$ cat config.mk
export PLATFORM = sky130hd
export DESIGN_NAME = vga_timing_gen
export DESIGN_NICKNAME = d
export VERILOG_FILES = /design/src/rtl/vga_timing_pkg.sv /design/src/rtl/clk_en_div.sv /design/src/rtl/vga_timing_gen.sv
export SDC_FILE = /design/constraint.sdc
export NUM_CORES = 1
export LEC_CHECK = 0
export BUFFER_PORTS_ARGS = -buffer_cell sky130_fd_sc_hd__buf_2
export CORE_UTILIZATION = 30
export CTS_CLUSTER_DIAMETER = 60
export DETAILED_ROUTE_END_ITERATION = 16
export GPL_ROUTABILITY_DRIVEN = 1
export MAX_ROUTING_LAYER = met4
export PLACE_DENSITY_LB_ADDON = 0.25
export SLEW_MARGIN = 15
export SYNTH_ARGS = -nofsm -noshare
export SYNTH_HDL_FRONTEND = slang
export SYNTH_SLANG_ARGS = --single-unit
$ cat constraint.sdc
create_clock -name clk -period 3.1 [get_ports clk]
set_clock_uncertainty 0.2 [all_clocks]
set_input_delay 0.155 -clock clk [delete_from_list [all_inputs] [get_ports clk]]
set_output_delay 0.155 -clock clk [all_outputs]
set_load 0.03 [all_outputs]
$ cat src/rtl/vga_timing_pkg.sv
// Shared VGA raster constants for the 640x480 @ 60 Hz scan on the Nexys-4.
// The block controller takes its visible-window bounds from here as well,
// so the window is defined in exactly one place.
package vga_timing_pkg;

  localparam int CNT_W = 10;

  localparam int CLK_DIV     = 4;
  localparam int H_SYNC      = 96;
  localparam int H_VIS_START = 144;
  localparam int H_VIS_END   = 783;
  localparam int H_TOTAL     = 800;
  localparam int V_SYNC      = 2;
  localparam int V_VIS_START = 35;
  localparam int V_VIS_END   = 514;
  localparam int V_TOTAL     = 525;

  // Board clocks per complete frame (one frame_tick period).
  localparam int FRAME_CLKS = CLK_DIV * H_TOTAL * V_TOTAL;

  typedef logic [CNT_W-1:0] cnt_t;

  // Inclusive range test used for the visible-window decode.
  function automatic logic in_span(cnt_t val, cnt_t lo, cnt_t hi);
    return (val >= lo) && (val <= hi);
  endfunction

endpackage

$ cat src/rtl/clk_en_div.sv
// Clock-enable divider: one-clock tick every DIV clocks. Also drives the
// slower move-tick divider. tick_next is the value tick will take on the
// coming edge, so a consumer can register a decode that lines up with tick.
module clk_en_div #(
  parameter int DIV = 4
) (
  input  logic clk,
  input  logic rst,
  output logic tick,
  output logic tick_next
);

  localparam int DW = $clog2(DIV);
  localparam logic [DW-1:0] LAST = DW'(DIV - 1);

  logic [DW-1:0] div_q;
  logic [DW-1:0] div_d;

  // Next divider count: wrap after LAST (also recovers any stray value).
  always_comb begin
    div_d = div_q + 1'b1;
    if (div_q >= LAST) div_d = '0;
  end

  assign tick_next = (div_d == LAST);

  // Divider count and registered tick, high while the count sits at LAST.
  always_ff @(posedge clk) begin
    if (!rst) begin
      div_q <= '0;
      tick  <= 1'b0;
    end else begin
      div_q <= div_d;
      tick  <= tick_next;
    end
  end

endmodule

$ cat src/rtl/vga_timing_gen.sv
// VGA raster generator: pixel-enable divider, 800x525 column/line counters
// and registered sync/bright/frame_tick decode. Decodes are taken from the
// next-state counters so every pin agrees with hCount/vCount each cycle.
module vga_timing_gen #(
  parameter int CLK_DIV     = vga_timing_pkg::CLK_DIV,
  parameter int H_SYNC      = vga_timing_pkg::H_SYNC,
  parameter int H_VIS_START = vga_timing_pkg::H_VIS_START,
  parameter int H_VIS_END   = vga_timing_pkg::H_VIS_END,
  parameter int H_TOTAL     = vga_timing_pkg::H_TOTAL,
  parameter int V_SYNC      = vga_timing_pkg::V_SYNC,
  parameter int V_VIS_START = vga_timing_pkg::V_VIS_START,
  parameter int V_VIS_END   = vga_timing_pkg::V_VIS_END,
  parameter int V_TOTAL     = vga_timing_pkg::V_TOTAL
) (
  input  logic                             clk,
  input  logic                             rst,
  output logic                             pix_tick,
  output logic [vga_timing_pkg::CNT_W-1:0] hCount,
  output logic [vga_timing_pkg::CNT_W-1:0] vCount,
  output logic                             bright,
  output logic                             hSync,
  output logic                             vSync,
  output logic                             frame_tick
);

  localparam vga_timing_pkg::cnt_t H_LAST  = vga_timing_pkg::cnt_t'(H_TOTAL - 1);
  localparam vga_timing_pkg::cnt_t V_LAST  = vga_timing_pkg::cnt_t'(V_TOTAL - 1);
  localparam vga_timing_pkg::cnt_t H_SYN_C = vga_timing_pkg::cnt_t'(H_SYNC);
  localparam vga_timing_pkg::cnt_t V_SYN_C = vga_timing_pkg::cnt_t'(V_SYNC);
  localparam vga_timing_pkg::cnt_t H_VS_C  = vga_timing_pkg::cnt_t'(H_VIS_START);
  localparam vga_timing_pkg::cnt_t H_VE_C  = vga_timing_pkg::cnt_t'(H_VIS_END);
  localparam vga_timing_pkg::cnt_t V_VS_C  = vga_timing_pkg::cnt_t'(V_VIS_START);
  localparam vga_timing_pkg::cnt_t V_VE_C  = vga_timing_pkg::cnt_t'(V_VIS_END);

  logic                 tick_next;
  vga_timing_pkg::cnt_t h_nxt;
  vga_timing_pkg::cnt_t v_nxt;

  clk_en_div #(.DIV(CLK_DIV)) u_pix_div (
    .clk       (clk),
    .rst       (rst),
    .tick      (pix_tick),
    .tick_next (tick_next)
  );

  // Next-state counters: advance one pixel per pix_tick; the line counter
  // steps when the column wraps. >= comparisons pull stray values back to 0.
  always_comb begin
    h_nxt = hCount;
    v_nxt = vCount;
    if (pix_tick) begin
      if (hCount >= H_LAST) begin
        h_nxt = '0;
        v_nxt = (vCount >= V_LAST) ? '0 : vCount + 1'b1;
      end else begin
        h_nxt = hCount + 1'b1;
        if (vCount > V_LAST) v_nxt = '0;
      end
    end
  end

  // Counters and every decoded pin registered together on the same edge.
  always_ff @(posedge clk) begin
    if (!rst) begin
      hCount     <= '0;
      vCount     <= '0;
      hSync      <= 1'b0;
      vSync      <= 1'b0;
      bright     <= 1'b0;
      frame_tick <= 1'b0;
    end else begin
      hCount     <= h_nxt;
      vCount     <= v_nxt;
      hSync      <= (h_nxt >= H_SYN_C);
      vSync      <= (v_nxt >= V_SYN_C);
      bright     <= vga_timing_pkg::in_span(h_nxt, H_VS_C, H_VE_C) &&
                    vga_timing_pkg::in_span(v_nxt, V_VS_C, V_VE_C);
      frame_tick <= tick_next && (h_nxt == H_LAST) && (v_nxt == V_VE_C);
    end
  end

endmodule

======== Word-level counts from Yosys, hierarchy flattened ========
Cells that the tools add are included.
operators by class
  muxes and demuxes ....................... 7
  $add $sub $neg .......................... 3
  multiply operators ...................... 0
  div/mod/pow operators ................... 0
  reduce and logical (&&, ||, !) cells .... 5
  order comparisons ....................... 10
  equal/unequal tests ..................... 3
  shift operators ......................... 0
  bitwise operators ....................... 0
operators with widths
  cell                                                                    number
  10-bit 2-to-1 mux                                                       6
  10-bit by 1-bit adder with 10-bit output, second input constant         2
  10-bit == test, second input constant                                   2
  10-bit >= comparator, second input constant                             2
  10-bit less-or-equal comparator, second input constant                  2
  10-bit by 2-bit >= comparator with 1-bit output, second input constant  1
  10-bit by 6-bit >= comparator with 1-bit output, second input constant  1
  10-bit by 7-bit >= comparator with 1-bit output, second input constant  1
  10-bit by 8-bit >= comparator with 1-bit output, second input constant  1
  10-bit > comparator, second input constant                              1
  1-bit logical AND                                                       5
  2-bit by 1-bit adder with 2-bit output, second input constant           1
  2-bit == test, second input constant                                    1
  2-bit >= comparator, second input constant                              1
  2-bit 2-to-1 mux                                                        1
storage, ports and cells
  latch bits .............................. 0
  bits in read-only memories .............. 0
  memories kept ........................... 0
  bits in writable memories ............... 0
  bits of input ports ..................... 2
  output and inout port bits .............. 25
  flip-flop bits (word level) ............. 27

======== Longest topological paths before layout ========
  depth after elaboration ................. 7
  gate-level depth with buffers ........... 8
  depth with buffers taken out ............ 8

======== Modules after synthesis ========
A second synthesis with hierarchy kept.
unflattened totals
  cell total of the unflattened synthesis .. 211
  area, all modules ....................... 1754.2 sq um
by module, submodules not included
  module          cells each  area each (sq um)  instances
  vga_timing_gen  202         1640.3             1
  clk_en_div      9           113.9              1

======== Worst setup path before layout ========
OpenSTA, ideal clock, no wires.
  kind .................................... flip-flop to flip-flop
  start point ............................. reg vCount[0] (netlist name)
  end point ............................... reg vSync
  stages on the path, launching flop included .. 9
  data required time ...................... 2.780 ns
  arrival time ............................ 2.197 ns
  buffers on the path ..................... 0
  setup slack ............................. 0.583 ns
  cells stage by stage .................... dfxtp_1 ha_1 nand3_1 nor3_1 mux2i_1 a2bb2oi_1 nor3b_2 nand2_1 o31a_1
on the way
  word-level cells in the longest chain between the ends .. 5
  elaborated cells between the ends (all ways) .. 8
  classes of those cells .................. add/sub (1); order compare (3); mux (4)
RTL lines
  element                                                                 RTL line                                    source
  start, declared                                                         vga_timing_gen.sv:19                        output logic [vga_timing_pkg::CNT_W-1:0] vCount,
  start signal, assigned                                                  vga_timing_gen.sv:73                        vCount <= v_nxt;
  10-bit by 1-bit adder with 10-bit output, or another cell as far along  vga_timing_gen.sv:54                        v_nxt = (vCount >= V_LAST) ? '0 : vCount + 1'b1;
  10-bit 2-to-1 mux, on equally long branches                             vga_timing_gen.sv:54, vga_timing_gen.sv:57
  10-bit 2-to-1 mux                                                       vga_timing_gen.sv:52                        if (hCount >= H_LAST) begin
  10-bit 2-to-1 mux *                                                     vga_timing_gen.sv:51                        if (pix_tick) begin
  10-bit by 2-bit >= comparator with 1-bit output *                       vga_timing_gen.sv:75                        vSync <= (v_nxt >= V_SYN_C);
  end signal, assigned                                                    vga_timing_gen.sv:75
  end, declared                                                           vga_timing_gen.sv:22                        output logic vSync,
Mark *: on every way between the ends. The rest lies on a longest branch, timed or not.
A chain may end at the register's enable or synchronous reset.

======== Worst setup path after layout ========
  start point ............................. reg hCount[0] (netlist name)
  end point ............................... reg vSync
on the way
  word-level cells in the longest chain between the ends .. 4
RTL lines
  element                                          RTL line              source
  start, declared                                  vga_timing_gen.sv:18  output logic [vga_timing_pkg::CNT_W-1:0] hCount,
  start signal, assigned                           vga_timing_gen.sv:72  hCount <= h_nxt;
  10-bit >= comparator                             vga_timing_gen.sv:52
  10-bit 2-to-1 mux                                vga_timing_gen.sv:52
  10-bit 2-to-1 mux                                vga_timing_gen.sv:51
  10-bit by 2-bit >= comparator with 1-bit output  vga_timing_gen.sv:75
No other way between the ends.

==> results.py <==
metrics = {
    "outcome": {
        "outcome": "completed",
    },
    "final_layout": {
        "final_common_cell": "dfxtp_1",
        "layout-drive-gt1-share": 0.236,
        "seqCellArea_um2": 541,
        "multi_input_area_um2": 1040,
        "diodes": 0,
        "fillers": 555,
        "syn_to_final_growth_pct": 14.1,
        "layout.nets": 228,
        "final_cell_mix": "dfxtp_1, buf_2, nand2_1, nor2_1",
    },
    "route": {
        "drt-initial-drc-count": 161,
        "via_per_inst": 5.27,
        "wl_um": 4090,
        "vias": 1529,
        "dr.pass1.iters": 4,
        "drc": 0,
        "routedWlPerCell_um": 14.1,
        "ant_nets": 0,
    },
    "timing": {
        "relSlewSlack": 0.688,
        "setup_violations": 0,
        "rsz0062_at_grt": "no",
        "finalCritPeriodShare": 0.847,
        "hold_violations": 0,
        "whs_ps": 17.1,
        "setup_tns_ps": 0,
        "max_freq_mhz": 381,
        "min_period_ps": 2630,
        "maxSlewViolCount": 0,
        "tightest_slew_ps": 466,
    },
    "yosys": {
        "ys_types": 58,
        "syn_area_um2": 1650,
        "synth.avg_cell_area_um2": 8.46,
        "ys_warn_count": 0,
        "synthFlopType": "dfxtp_1",
        "seq_area_frac_synth": 0.328,
        "async_reset_ff_frac": 0,
        "yosys_register_bits": 27,
        "synth-edff-count": 0,
        "syn-num-nets": 202,
        "netlist_instances": 195,
    },
    "setup_path": {
        "reg2reg_to": "vSync$_SDFF_PN0_",
        "arrival_ps": 2600,
        "end_kind": "flip-flop",
        "r2r_slack_ps": 470,
        "rr_worst_depth": 8,
        "rr_startpoint": "hCount[0]$_SDFF_PN0_",
        "worstPathMaxFanout": 9,
        "worstPathRequired_ps": 3080,
        "crit_type": "flip-flop to flip-flop",
        "start_kind": "flip-flop",
    },
    "power_and_ir_drop": {
        "sequentialPowerShare": 0.593,
        "p_sw_w": 0.000155,
        "ir_worst_vdd_v": 0.000166,
        "power_frac_comb": 0.064,
        "switching_share": 0.253,
        "power.internal_w": 0.000457,
        "pwr-share-clk": 0.343,
        "power_leakage_nw": 0.707,
        "power_density_nw_per_um2": 325,
    },
    "hold_path": {
        "min-delay-start": "rst",
        "min_to": "vSync$_SDFF_PN0_",
        "hold_depth": 2,
        "hold_class": "input pin to flip-flop",
    },
    "place": {
        "place.gp.congestion": 0.908,
        "port-buffer-count": 26,
        "dpl.hpwl_um": 3080,
    },
    "cts": {
        "clkLatencyLatePin_ps": 280,
        "cts_buffer_depth": 2,
        "clk_pin_slew_ps": 100,
        "numCtsBuffers": 3,
        "ctsHoldBuffers": 0,
        "cts-root-buf": "clkbuf_8",
        "cts_tree": "built",
        "cts_resized": 0,
        "cts.sinks": 27,
        "post_cts_buffers": 0,
        "htree_levels": 1,
    },
    "grt": {
        "grt_pass1_vias": 1394,
        "grt.total_usage": 0.153,
        "grt_start_max_net_pins": 16,
        "grt_pass1_wl_um": 6990,
        "grt-ovfl-total": 0,
        "antenna_found_initial": 0,
    },
    "floorplanning": {
        "rows": 26,
        "dieHeight_um": 76.1,
        "core_um2": 5200,
        "start_util": 0.317,
        "die_area_um2": 5800,
        "die_w_um": 76.1,
        "top_level_ports": 27,
    },
    "job": {
        "drv_cap": 0,
    },
}
[stage by stage]
step / total power [W] / cells / setup WS, ps / utilization / instance area (um^2)
finish: 0.000612 / 290 / 475 / 0.362 / 1880
global route: 0.000645 / 290 / 273 / 0.362 / 1880
CTS: 0.000619 / 290 / 476 / 0.362 / 1880
detailed placement: 0.000410 / 286 / 503 / 0.353 / 1840
global placement: 0.000410 / 286 / 500 / 0.353 / 1840
floorplan: 0.000400 / 195 / 583 / - / 1650
[kinds of logic (layout without fill, tap and decap cells)]
| group | Yosys count | after routing | synth area share |
|---|---|---|---|
| muxes | 3 | 3 | 0.0190 |
| xor gates and xnor gates | 6 | 6 | 0.0319 |
| AOI/OAI and AO/OA | 48 | 48 | 0.229 |
| DFF | 27 | 27 | 0.328 |
| and+or+nand+nor | 92 | 92 | 0.313 |
| buffers and inverters | 14 | 39 | 0.0417 |
| adders and majority gates | 5 | 5 | 0.0379 |
[power by group through the flow]
stage / Combinational, W / Clock [W] / Sequential (W)
after floorplan: 0.0000262 / 0 / 0.000374
after CTS: 0.0000398 / 0.000217 / 0.000362
after detailed placement: 0.0000397 / 0 / 0.000371
after global routing: 0.0000445 / 0.000237 / 0.000364
after global placement: 0.0000396 / 0 / 0.000370
final: 0.0000394 / 0.000210 / 0.000362
[layer usage]
metal  global-route usage  vias up  wire length (um)
met5                    -        -                 0
met4               0.0615        0                74
met3               0.0144        6               143
met2                0.238       39              1940
met1                0.204      721              1930
li1                     -      763                 -
[final cells by class]
cell class              instances  area share
flip-flops and latches         27       0.287
repair buffers                 27      0.0731
well taps                      70      0.0465
clock inverters                 1     0.00266
multi-input cells             154       0.553
inverters                       8      0.0160
clock buffers                   3      0.0219
[sequential cells by signal (all words and copies together), names as in the netlist]
register         cells
vSync                1
bright               1
u_pix_div.div_q      2
u_pix_div.tick       1
hCount              10
frame_tick           1
vCount              10
hSync                1
[worst max-delay path, stage by stage (launching register included)]
cell       delay [ps]
dfxtp_1           460
ha_1              300
nand4_2           220
a21oi_4           330
a31oi_1           140
o2bb2ai_1         210
nor3_2            250
nand2_1           130
o31a_1            290
[how the worst max path moves through the flow]
stage | start | to | cells after the start
after detailed placement | hCount[0]$_SDFF_PN0_ | vSync$_SDFF_PN0_ | 8
after floorplan | vCount[0]$_SDFF_PN0_ | vSync$_SDFF_PN0_ | 8
after global routing | hCount[0]$_SDFF_PN0_ | vSync$_SDFF_PN0_ | 8
after CTS | hCount[0]$_SDFF_PN0_ | vSync$_SDFF_PN0_ | 8
final | hCount[0]$_SDFF_PN0_ | vSync$_SDFF_PN0_ | 8
after global placement | hCount[0]$_SDFF_PN0_ | vSync$_SDFF_PN0_ | 8
[synthesized netlist by cell type, types with 4 or more instances]
cell type / n / share of area
nand3_1: 6 / 0.018
nor3_1: 9 / 0.027
ha_1: 5 / 0.038
a21oi_1: 9 / 0.027
xor2_1: 4 / 0.021
inv_1: 8 / 0.018
nand2_1: 21 / 0.048
o21ai_0: 6 / 0.018
nor2_1: 19 / 0.043
dfxtp_1: 27 / 0.33
and2_1: 9 / 0.034
(Power assumes the default switching activity.)
